<file path="src/rtl/game_pkg.sv">
// Shared definitions for the keyboard front end: HID keycodes, action bit
// positions, decoder FSM states and the keycode-to-action decode.
package game_pkg;

  typedef enum logic [1:0] {
    StIdle,
    StQualify,
    StHeld,
    StRepeat
  } key_state_e;

  localparam logic [7:0] KeyNone  = 8'h00;
  localparam logic [7:0] KeyUp    = 8'h1A;
  localparam logic [7:0] KeyDown  = 8'h16;
  localparam logic [7:0] KeyLeft  = 8'h04;
  localparam logic [7:0] KeyRight = 8'h07;
  localparam logic [7:0] KeyStart = 8'h28;
  localparam logic [7:0] KeyPause = 8'h2C;

  localparam int unsigned NumActions = 6;
  localparam int unsigned ActUp      = 0;
  localparam int unsigned ActDown    = 1;
  localparam int unsigned ActLeft    = 2;
  localparam int unsigned ActRight   = 3;
  localparam int unsigned ActStart   = 4;
  localparam int unsigned ActPause   = 5;

  // Unmapped keycodes decode to no action.
  function automatic logic [NumActions-1:0] decode_action(input logic [7:0] code);
    logic [NumActions-1:0] act;
    act = '0;
    case (code)
      KeyUp:    act[ActUp]    = 1'b1;
      KeyDown:  act[ActDown]  = 1'b1;
      KeyLeft:  act[ActLeft]  = 1'b1;
      KeyRight: act[ActRight] = 1'b1;
      KeyStart: act[ActStart] = 1'b1;
      KeyPause: act[ActPause] = 1'b1;
      default:  act = '0;
    endcase
    return act;
  endfunction

endpackage

</file>
<file path="src/rtl/frame_tick_gen.sv">
// Brings the vsync level into the Clk domain and emits a one-cycle
// registered tick per rising edge of the synchronized level.
module frame_tick_gen (
  input  logic Clk,
  input  logic Reset,
  input  logic frame_clk,
  output logic frame_tick
);

  logic sync1_q, sync1_d;
  logic sync2_q, sync2_d;
  logic prev_q, prev_d;
  logic tick_q, tick_d;

  always_comb begin
    sync1_d = frame_clk;
    sync2_d = sync1_q;
    prev_d  = sync2_q;
    tick_d  = sync2_q & ~prev_q;
  end

  always_ff @(posedge Clk) begin
    if (!Reset) begin
      sync1_q <= 1'b0;
      sync2_q <= 1'b0;
      prev_q  <= 1'b0;
      tick_q  <= 1'b0;
    end else begin
      sync1_q <= sync1_d;
      sync2_q <= sync2_d;
      prev_q  <= prev_d;
      tick_q  <= tick_d;
    end
  end

  assign frame_tick = tick_q;

endmodule

</file>
<file path="src/rtl/key_event_decoder.sv">
// Debounces the raw HID keycode on frame ticks and produces held levels,
// press/auto-repeat pulses, release pulses and a pause toggle.
module key_event_decoder
  import game_pkg::*;
#(
  parameter int unsigned DEBOUNCE_FRAMES = 2,
  parameter int unsigned REPEAT_DELAY    = 20,
  parameter int unsigned REPEAT_RATE     = 4
) (
  input  logic                  Clk,
  input  logic                  Reset,
  input  logic                  frame_clk,
  input  logic [7:0]            keycode,
  output logic [7:0]            key_code,
  output logic                  key_valid,
  output logic [NumActions-1:0] action_held,
  output logic [NumActions-1:0] action_pulse,
  output logic                  release_pulse,
  output logic                  pause_toggle
);

  localparam int unsigned MaxA     = (DEBOUNCE_FRAMES > REPEAT_DELAY) ? DEBOUNCE_FRAMES
                                                                      : REPEAT_DELAY;
  localparam int unsigned MaxParam = (MaxA > REPEAT_RATE) ? MaxA : REPEAT_RATE;
  localparam int unsigned CntW     = $clog2(MaxParam + 1);

  localparam logic [CntW-1:0] DebLim = CntW'(DEBOUNCE_FRAMES);
  localparam logic [CntW-1:0] DlyLim = CntW'(REPEAT_DELAY);
  localparam logic [CntW-1:0] RateLim = CntW'(REPEAT_RATE);

  logic frame_tick;

  frame_tick_gen u_frame_tick_gen (
    .Clk        (Clk),
    .Reset      (Reset),
    .frame_clk  (frame_clk),
    .frame_tick (frame_tick)
  );

  key_state_e            state_q, state_d;
  logic [7:0]            cand_q, cand_d;
  logic [CntW-1:0]       stable_cnt_q, stable_cnt_d;
  logic [CntW-1:0]       hold_cnt_q, hold_cnt_d;
  logic [CntW-1:0]       rate_cnt_q, rate_cnt_d;
  logic [7:0]            key_code_q, key_code_d;
  logic                  key_valid_q, key_valid_d;
  logic [NumActions-1:0] action_held_q, action_held_d;
  logic [NumActions-1:0] action_pulse_q, action_pulse_d;
  logic                  release_pulse_q, release_pulse_d;
  logic                  pause_toggle_q, pause_toggle_d;

  logic            start_cand;
  logic            accept;
  logic [CntW-1:0] stable_inc, hold_inc, rate_inc;

  always_comb begin
    state_d         = state_q;
    cand_d          = cand_q;
    stable_cnt_d    = stable_cnt_q;
    hold_cnt_d      = hold_cnt_q;
    rate_cnt_d      = rate_cnt_q;
    key_code_d      = key_code_q;
    key_valid_d     = key_valid_q;
    pause_toggle_d  = pause_toggle_q;
    action_pulse_d  = '0;
    release_pulse_d = 1'b0;
    start_cand      = 1'b0;
    accept          = 1'b0;

    stable_inc = (stable_cnt_q >= DebLim) ? stable_cnt_q : stable_cnt_q + CntW'(1);
    hold_inc   = (hold_cnt_q >= DlyLim) ? hold_cnt_q : hold_cnt_q + CntW'(1);
    rate_inc   = (rate_cnt_q >= RateLim) ? rate_cnt_q : rate_cnt_q + CntW'(1);

    if (frame_tick) begin
      case (state_q)
        StIdle: begin
          if (keycode != KeyNone) start_cand = 1'b1;
        end
        StQualify: begin
          if (keycode == KeyNone) begin
            state_d      = StIdle;
            stable_cnt_d = '0;
          end else if (keycode == cand_q) begin
            stable_cnt_d = stable_inc;
            if (stable_inc >= DebLim) accept = 1'b1;
          end else begin
            start_cand = 1'b1;
          end
        end
        StHeld, StRepeat: begin
          if (keycode != key_code_q) begin
            // Release always precedes any new candidate in the same tick.
            release_pulse_d = 1'b1;
            key_valid_d     = 1'b0;
            hold_cnt_d      = '0;
            rate_cnt_d      = '0;
            stable_cnt_d    = '0;
            state_d         = StIdle;
            if (keycode != KeyNone) start_cand = 1'b1;
          end else if (state_q == StHeld) begin
            hold_cnt_d = hold_inc;
            if (hold_inc >= DlyLim) begin
              state_d        = StRepeat;
              rate_cnt_d     = '0;
              action_pulse_d = decode_action(key_code_q);
            end
          end else begin
            hold_cnt_d = hold_inc;
            if (rate_inc >= RateLim) begin
              rate_cnt_d     = '0;
              action_pulse_d = decode_action(key_code_q);
            end else begin
              rate_cnt_d = rate_inc;
            end
          end
        end
        default: state_d = StIdle;
      endcase

      if (start_cand) begin
        cand_d       = keycode;
        stable_cnt_d = CntW'(1);
        if (DEBOUNCE_FRAMES <= 1) accept = 1'b1;
        else state_d = StQualify;
      end

      if (accept) begin
        state_d        = StHeld;
        key_code_d     = cand_d;
        key_valid_d    = 1'b1;
        hold_cnt_d     = '0;
        rate_cnt_d     = '0;
        action_pulse_d = decode_action(cand_d);
        if (cand_d == KeyPause) pause_toggle_d = ~pause_toggle_q;
      end
    end

    action_held_d = key_valid_d ? decode_action(key_code_d) : '0;
  end

  always_ff @(posedge Clk) begin
    if (!Reset) begin
      state_q         <= StIdle;
      cand_q          <= KeyNone;
      stable_cnt_q    <= '0;
      hold_cnt_q      <= '0;
      rate_cnt_q      <= '0;
      key_code_q      <= KeyNone;
      key_valid_q     <= 1'b0;
      action_held_q   <= '0;
      action_pulse_q  <= '0;
      release_pulse_q <= 1'b0;
      pause_toggle_q  <= 1'b0;
    end else begin
      state_q         <= state_d;
      cand_q          <= cand_d;
      stable_cnt_q    <= stable_cnt_d;
      hold_cnt_q      <= hold_cnt_d;
      rate_cnt_q      <= rate_cnt_d;
      key_code_q      <= key_code_d;
      key_valid_q     <= key_valid_d;
      action_held_q   <= action_held_d;
      action_pulse_q  <= action_pulse_d;
      release_pulse_q <= release_pulse_d;
      pause_toggle_q  <= pause_toggle_d;
    end
  end

  assign key_code      = key_code_q;
  assign key_valid     = key_valid_q;
  assign action_held   = action_held_q;
  assign action_pulse  = action_pulse_q;
  assign release_pulse = release_pulse_q;
  assign pause_toggle  = pause_toggle_q;

endmodule

</file>
<file path="config.mk">
export PLATFORM = sky130hd
export DESIGN_NAME = key_event_decoder
export DESIGN_NICKNAME = d
export VERILOG_FILES = /design/src/rtl/game_pkg.sv /design/src/rtl/frame_tick_gen.sv /design/src/rtl/key_event_decoder.sv
export SDC_FILE = /design/constraint.sdc
export NUM_CORES = 1
export LEC_CHECK = 0
export BUFFER_PORTS_ARGS = -buffer_cell sky130_fd_sc_hd__buf_2
export CAP_MARGIN = 20
export CORE_ASPECT_RATIO = 0.6
export CORE_MARGIN = 1.5
export CORE_UTILIZATION = 45
export DETAILED_ROUTE_END_ITERATION = 8
export PLACE_DENSITY = 0.67
export SLEW_MARGIN = 20
export SYNTH_ARGS = -nofsm -noshare
export SYNTH_HDL_FRONTEND = slang
export SYNTH_SLANG_ARGS = --single-unit
</file>
<file path="constraint.sdc">
create_clock -name Clk -period 2.6 [get_ports Clk]
set_clock_uncertainty 0.15 [all_clocks]
set_input_delay 0.52 -clock Clk [delete_from_list [all_inputs] [get_ports Clk]]
set_output_delay 0.52 -clock Clk [all_outputs]
set_load 0.02 [all_outputs]
</file>
# == Word-level counts from Yosys, hierarchy flattened ==
# Cells that the tools add are included.
# W data, S select, Z words.
# word_totals
latch_bits,0
mem_bits_rw,0
word_cells,139
in_bits,11
output_inout_bits,23
register_bits,52
romBits,0
n_memories,0
# classes
eq_ne,29
n_reduce_logical,15
bitwise,3
n_mul,0
shifts,0
n_lt_le_gt_ge,6
muxes,68
n_addsub,3
div_mod_pow,0
# ops
cell,n
$mux W5,16
$eq A8 B3 Y1 const B,6
$eq A8 B5 Y1 const B,6
$eq A8 B6 Y1 const B,6
$mux W6,6
$mux W1,33
$mux W8,4
$add A5 B1 Y5 const B,3
$mux W2,6
$ge A5 B2 Y1 const B,2
$ge A5 B3 Y1 const B,2
$ge A5 B5 Y1 const B,2
$ne A5 B5 Y1 const B,2
$pmux W5 S2,1
$reduce_and A3 Y1,3
$eq A8 B8 Y1,1
$logic_not A8 Y1,1
$ne A4 B4 Y1 const B,2
$ne A8 B8 Y1,1
$reduce_bool A8 Y1,1
$reduce_and A2 Y1,3
$reduce_and A5 Y1,1
$eq A2 B2 Y1 const B,2
$ne A4 B2 Y1 const B,1
12 further kinds,13

# == Depth between registers and ports, before layout ==
# depth
word_depth,12
mapped_depth,11
ltp_nobuf,9

# == Cells and area by module ==
# A second synthesis with hierarchy kept.
# hier_totals
hier_cells,347
hier_area_um2,2896.5
# by_module_without_submodules
module,n_inst,seq_area_each_um2,cells_each,area_per_inst_um2
key_event_decoder,1,960.9,339,2785.2
frame_tick_gen,1,80.1,8,111.4

# == Least setup slack after synthesis ==
# OpenSTA, ideal clock, no wires.
# synth_timing
path_kind,input -> register
from,input keycode[0]
to,register action_held_q[5] (netlist: action_held[5])
path_buffers,4
required_time_ns,2.328
setup_time_ns,0.122
slack_ns,-0.121
arrival_time_ns,2.449
stages,10
path_cell_list,clkbuf_1 > xnor2_1 > nand4_1 > or4_4 > buf_6 > or3_1 > buf_6 > buf_2 > a21oi_1 > nor3_1
# synth_via
elab_chain_cells,11
word_cells_on_any_way,25
cone_classes,eq/ne: 3; mux: 19; reduce/logical: 3
# synth_rtl
element,line,text
start: declaration,key_event_decoder.sv:13,"input logic [7:0] keycode,"
$eq A8 B8 Y1 or $reduce_bool A8 Y1 (tied branches),"key_event_decoder.sv:83, key_event_decoder.sv:77, key_event_decoder.sv:99",
"$mux W1, on equally long branches","key_event_decoder.sv:83, key_event_decoder.sv:77, key_event_decoder.sv:99",
"$mux W1, on equally long branches","key_event_decoder.sv:80, key_event_decoder.sv:91",
$pmux W1 S3,key_event_decoder.sv:75,case (state_q)
$mux W1,key_event_decoder.sv:74,if (frame_tick) begin
$mux W8,key_event_decoder.sv:120,if (start_cand) begin
$mux W8,key_event_decoder.sv:74,
$mux W8,key_event_decoder.sv:127,if (accept) begin
$mux W8,key_event_decoder.sv:74,
$eq A8 B6 Y1,game_pkg.sv:32,case (code)
$mux W1,game_pkg.sv:32,
end signal: assignment,key_event_decoder.sv:162,action_held_q <= action_held_d;
end: declaration,key_event_decoder.sv:47,"logic [NumActions-1:0] action_held_q, action_held_d;"
# Parallel ways exist; a longest one is shown, timed or not. The select of a mux whose other input is x is not followed.
# A chain may end at the register's enable or synchronous reset.

# == Worst setup path after layout ==
# layout_timing
from,register cand_q[4]
to,register action_pulse_q[1] (netlist: action_pulse[1])
# layout_via
elab_chain_cells,10
word_cells_on_any_way,14
cone_classes,eq/ne: 2; mux: 12
# layout_rtl
element,line,text
start: declaration,key_event_decoder.sv:41,"logic [7:0] cand_q, cand_d;"
start signal: assignment,key_event_decoder.sv:144,cand_q <= KeyNone;
start signal: assignment,key_event_decoder.sv:156,cand_q <= cand_d;
$eq A8 B8 Y1,key_event_decoder.sv:83,end else if (keycode == cand_q) begin
$mux W1,key_event_decoder.sv:83,
$mux W1,key_event_decoder.sv:80,if (keycode == KeyNone) begin
$pmux W1 S3,key_event_decoder.sv:75,
$mux W1,key_event_decoder.sv:74,
$mux W8,key_event_decoder.sv:120,
$mux W8,key_event_decoder.sv:74,
$eq A8 B5 Y1,game_pkg.sv:32,
$mux W1,game_pkg.sv:32,
$mux W6 (*),key_event_decoder.sv:127,
end signal: assignment,key_event_decoder.sv:163,action_pulse_q <= action_pulse_d;
end: declaration,key_event_decoder.sv:48,"logic [NumActions-1:0] action_pulse_q, action_pulse_d;"
# Every way passes the cells marked *; elsewhere a longest branch is shown, timed or not. The select of a mux whose other input is x is not followed.

==> flow_metrics.tcl <==
set metrics [dict create \
    status "completed" \
    postLayoutSetupSlackWorst_ps 157 \
    rsz0062_at_grt "no" \
    cp.required_ps 2700 \
    startpoint_type "flop" \
    overflow 0 \
    io_buffers 33 \
    fin_nets 410 \
    syn-cell-area_um2 2640 \
    fin_crit_ps 2440 \
    synth_flop_cell "dfxtp_1" \
    instances_no_fill 474 \
    yosysUniqueCellTypes 53 \
    clock_path_buffers 2 \
    firstDrtPassIters 5 \
    yosysMostFrequentCell "dfxtp_1" \
    clk_pin_slew_ps 90 \
    num-fill-cells 560 \
    maxCapViolCount 0 \
    synth_edf_count 0 \
    leakage_nw 1.44 \
    slew_headroom 0.588 \
    numCtsBuffers 5 \
    fin_util 0.595 \
    power_density_nw_per_um2 420 \
    num_rows 21 \
    syn_nets 332 \
    drt_iter0_drc 236 \
    yosysWarnings 0 \
    grt_pass1_wl_mm 12.4 \
    routed_wl_mm 7.44 \
    vdd_drop_max_uv 188 \
    yosysSeqAreaShare 0.395 \
    syn-instance-count 315 \
    setup_viol 0 \
    gp_congestion 0.956 \
    vias_per_cell 5.44 \
    drive_above_1_share 0.266 \
    finalCritPeriodShare 0.940 \
    clock-root-buffer "clkbuf_8" \
    wire_per_inst_um 15.7 \
    die_h_um 62.3 \
    cts.sinks 52 \
    tightest_slew_ps 611 \
    drc 0 \
    crit_path_end_kind "flop" \
    num_vias 2577 \
    synthTopCellsByCount "52 x dfxtp_1, 43 x nor2_1, 27 x nand2_1" \
    crit_type "flop to flop" \
    core_area_um2 5620 \
    yosys-top-cells-area "dfxtp_1 39%, nor2_1 6.1%, a21oi_1 4.2%" \
    synth_area_per_cell_um2 8.37 \
    clk_latency_ps 310 \
    die_area_um2 6340 \
    cp_max_fo 8 \
    fp.dieW_um 102 \
    grt_antenna_before_repair 0 \
    cts_max_level 2 \
    grt_max_degree 16 \
    max_freq_ghz 0.409 \
    hold_violations 0 \
    start_util 0.469 \
    synth_seq_cells 52 \
    p_total_mw 1.41 \
    dp_hpwl_mm 5.85 \
    setup_tns_ps 0 \
    io_pins 34 \
    synth_top_cell_by_area "dfxtp_1" \
    grt_usage 0.250 \
    hold_buffers 0 \
    maxSlewViolCount 0 \
    synth_top_area_frac 0.395 \
    grt_pass1_vias 2396 \
    critical_path_arrival_ps 2550 \
    drtAntennaViolNets 0 \
    synthArstFlopShare 0 \
    cts_tree "built" \
    place_ws_ps -202 \
    antenna_cells 0 \
    place_inst 466 \
    hold_path.class "flop to flop" \
    syn_to_final_growth_pct 26.9 \
    cts_setup_buffers 0 \
]
[layer usage]
layer,part of all wire,wire length (µm),vias up,track usage
met5,0,0,-,0
met4,0.0090,67,0,0.0462
met3,0.075,559,9,0.0552
met2,0.37,2790,106,0.339
met1,0.54,4020,1191,0.399
li1,-,-,1271,-
[final timing paths]
path                           start                     endpoint  slack, ps  depth (start not counted)
min          u_frame_tick_gen.prev_q  u_frame_tick_gen.frame_tick        240                          1
min reg2reg  u_frame_tick_gen.prev_q  u_frame_tick_gen.frame_tick        240                          1
max                        cand_q[4]              action_pulse[1]        160                          8
max reg2reg                cand_q[4]              action_pulse[1]        160                          8
[cells in the final DEF, fill, tap and decap left out, types with 4 or more instances in the layout]
cell type  count
nor2_1        43
buf_2         33
nand2_1       27
clkbuf_8       6
nand3_1       15
inv_1         13
buf_4         52
xnor2_1        8
nor3_1         7
ha_1           6
and3_1         8
nor4_1         5
a31oi_1        6
o21ai_0        8
and2_1         4
xor2_1         8
mux2i_1       10
nor2b_1        4
dfxtp_1       52
nand4_1        7
a21oi_1       21
[cells by family after synthesis]
| family | count (synthesis) | synth area share |
|---|---|---|
| AND/OR/NAND/NOR | 143 | 0.278 |
| AO/OA/AOI/OAI | 57 | 0.142 |
| flip-flops | 52 | 0.395 |
| buffers and inverters | 28 | 0.0479 |
| XOR/XNOR | 16 | 0.0531 |
| multiplexers | 13 | 0.0565 |
| adder cells (fa/ha/maj) | 6 | 0.0285 |
[critical path, stage by stage, from the launching register on]
cell	delay (ps)
dfxtp_1	330
xnor2_1	210
nand3_1	130
or4_4	520
buf_4	180
nand3_1	170
mux2_2	360
nor2_1	150
a32o_1	190
[state kept, by name, summed over array words and instances (netlist names)]
signal / count
rate_cnt_q: 5
u_frame_tick_gen.prev_d: 1
u_frame_tick_gen.sync1_q: 1
key_code: 8
u_frame_tick_gen.prev_q: 1
state_q: 2
hold_cnt_q: 5
pause_toggle: 1
key_valid: 1
stable_cnt_q: 5
cand_q: 8
action_pulse: 6
release_pulse: 1
action_held: 6
u_frame_tick_gen.frame_tick: 1
[metrics by stage]
stage	hold WS [ps]	instance area, µm²
CTS	238	3340
detailed placement	224	3250
global placement	223	3250
finish	238	3350
global route	270	3350
floorplan	217	2670
[area by class of cell]
cell class                 instances  area [µm²]  area share
clock buffer                       7        86.3      0.0258
clock inverter                     1        7.51     0.00224
inverter                          13        48.8      0.0146
multi-input combinational        235        1490       0.444
sequential                        52        1040       0.311
tap                               80         100      0.0299
timing repair buffer              86         576       0.172
[power breakdown]
group | switching (mW) | internal [mW] | leakage (nW) | total (mW)
logic | 0.0623 | 0.0491 | 0.972 | 0.111
registers | 0.00361 | 0.802 | 0.420 | 0.805
clock network | 0.272 | 0.217 | 0.0445 | 0.489
total | 0.338 | 1.07 | 1.44 | 1.41
[what timing repair did]
| action | in CTS | in global routing |
|---|---|---|
| gates resized for setup | 0 | 2 |
| endpoints found under the setup margin | 0 | 5 |
| hold endpoints to repair | 0 | 0 |
Note: power is estimated with default switching activity, not from simulation.
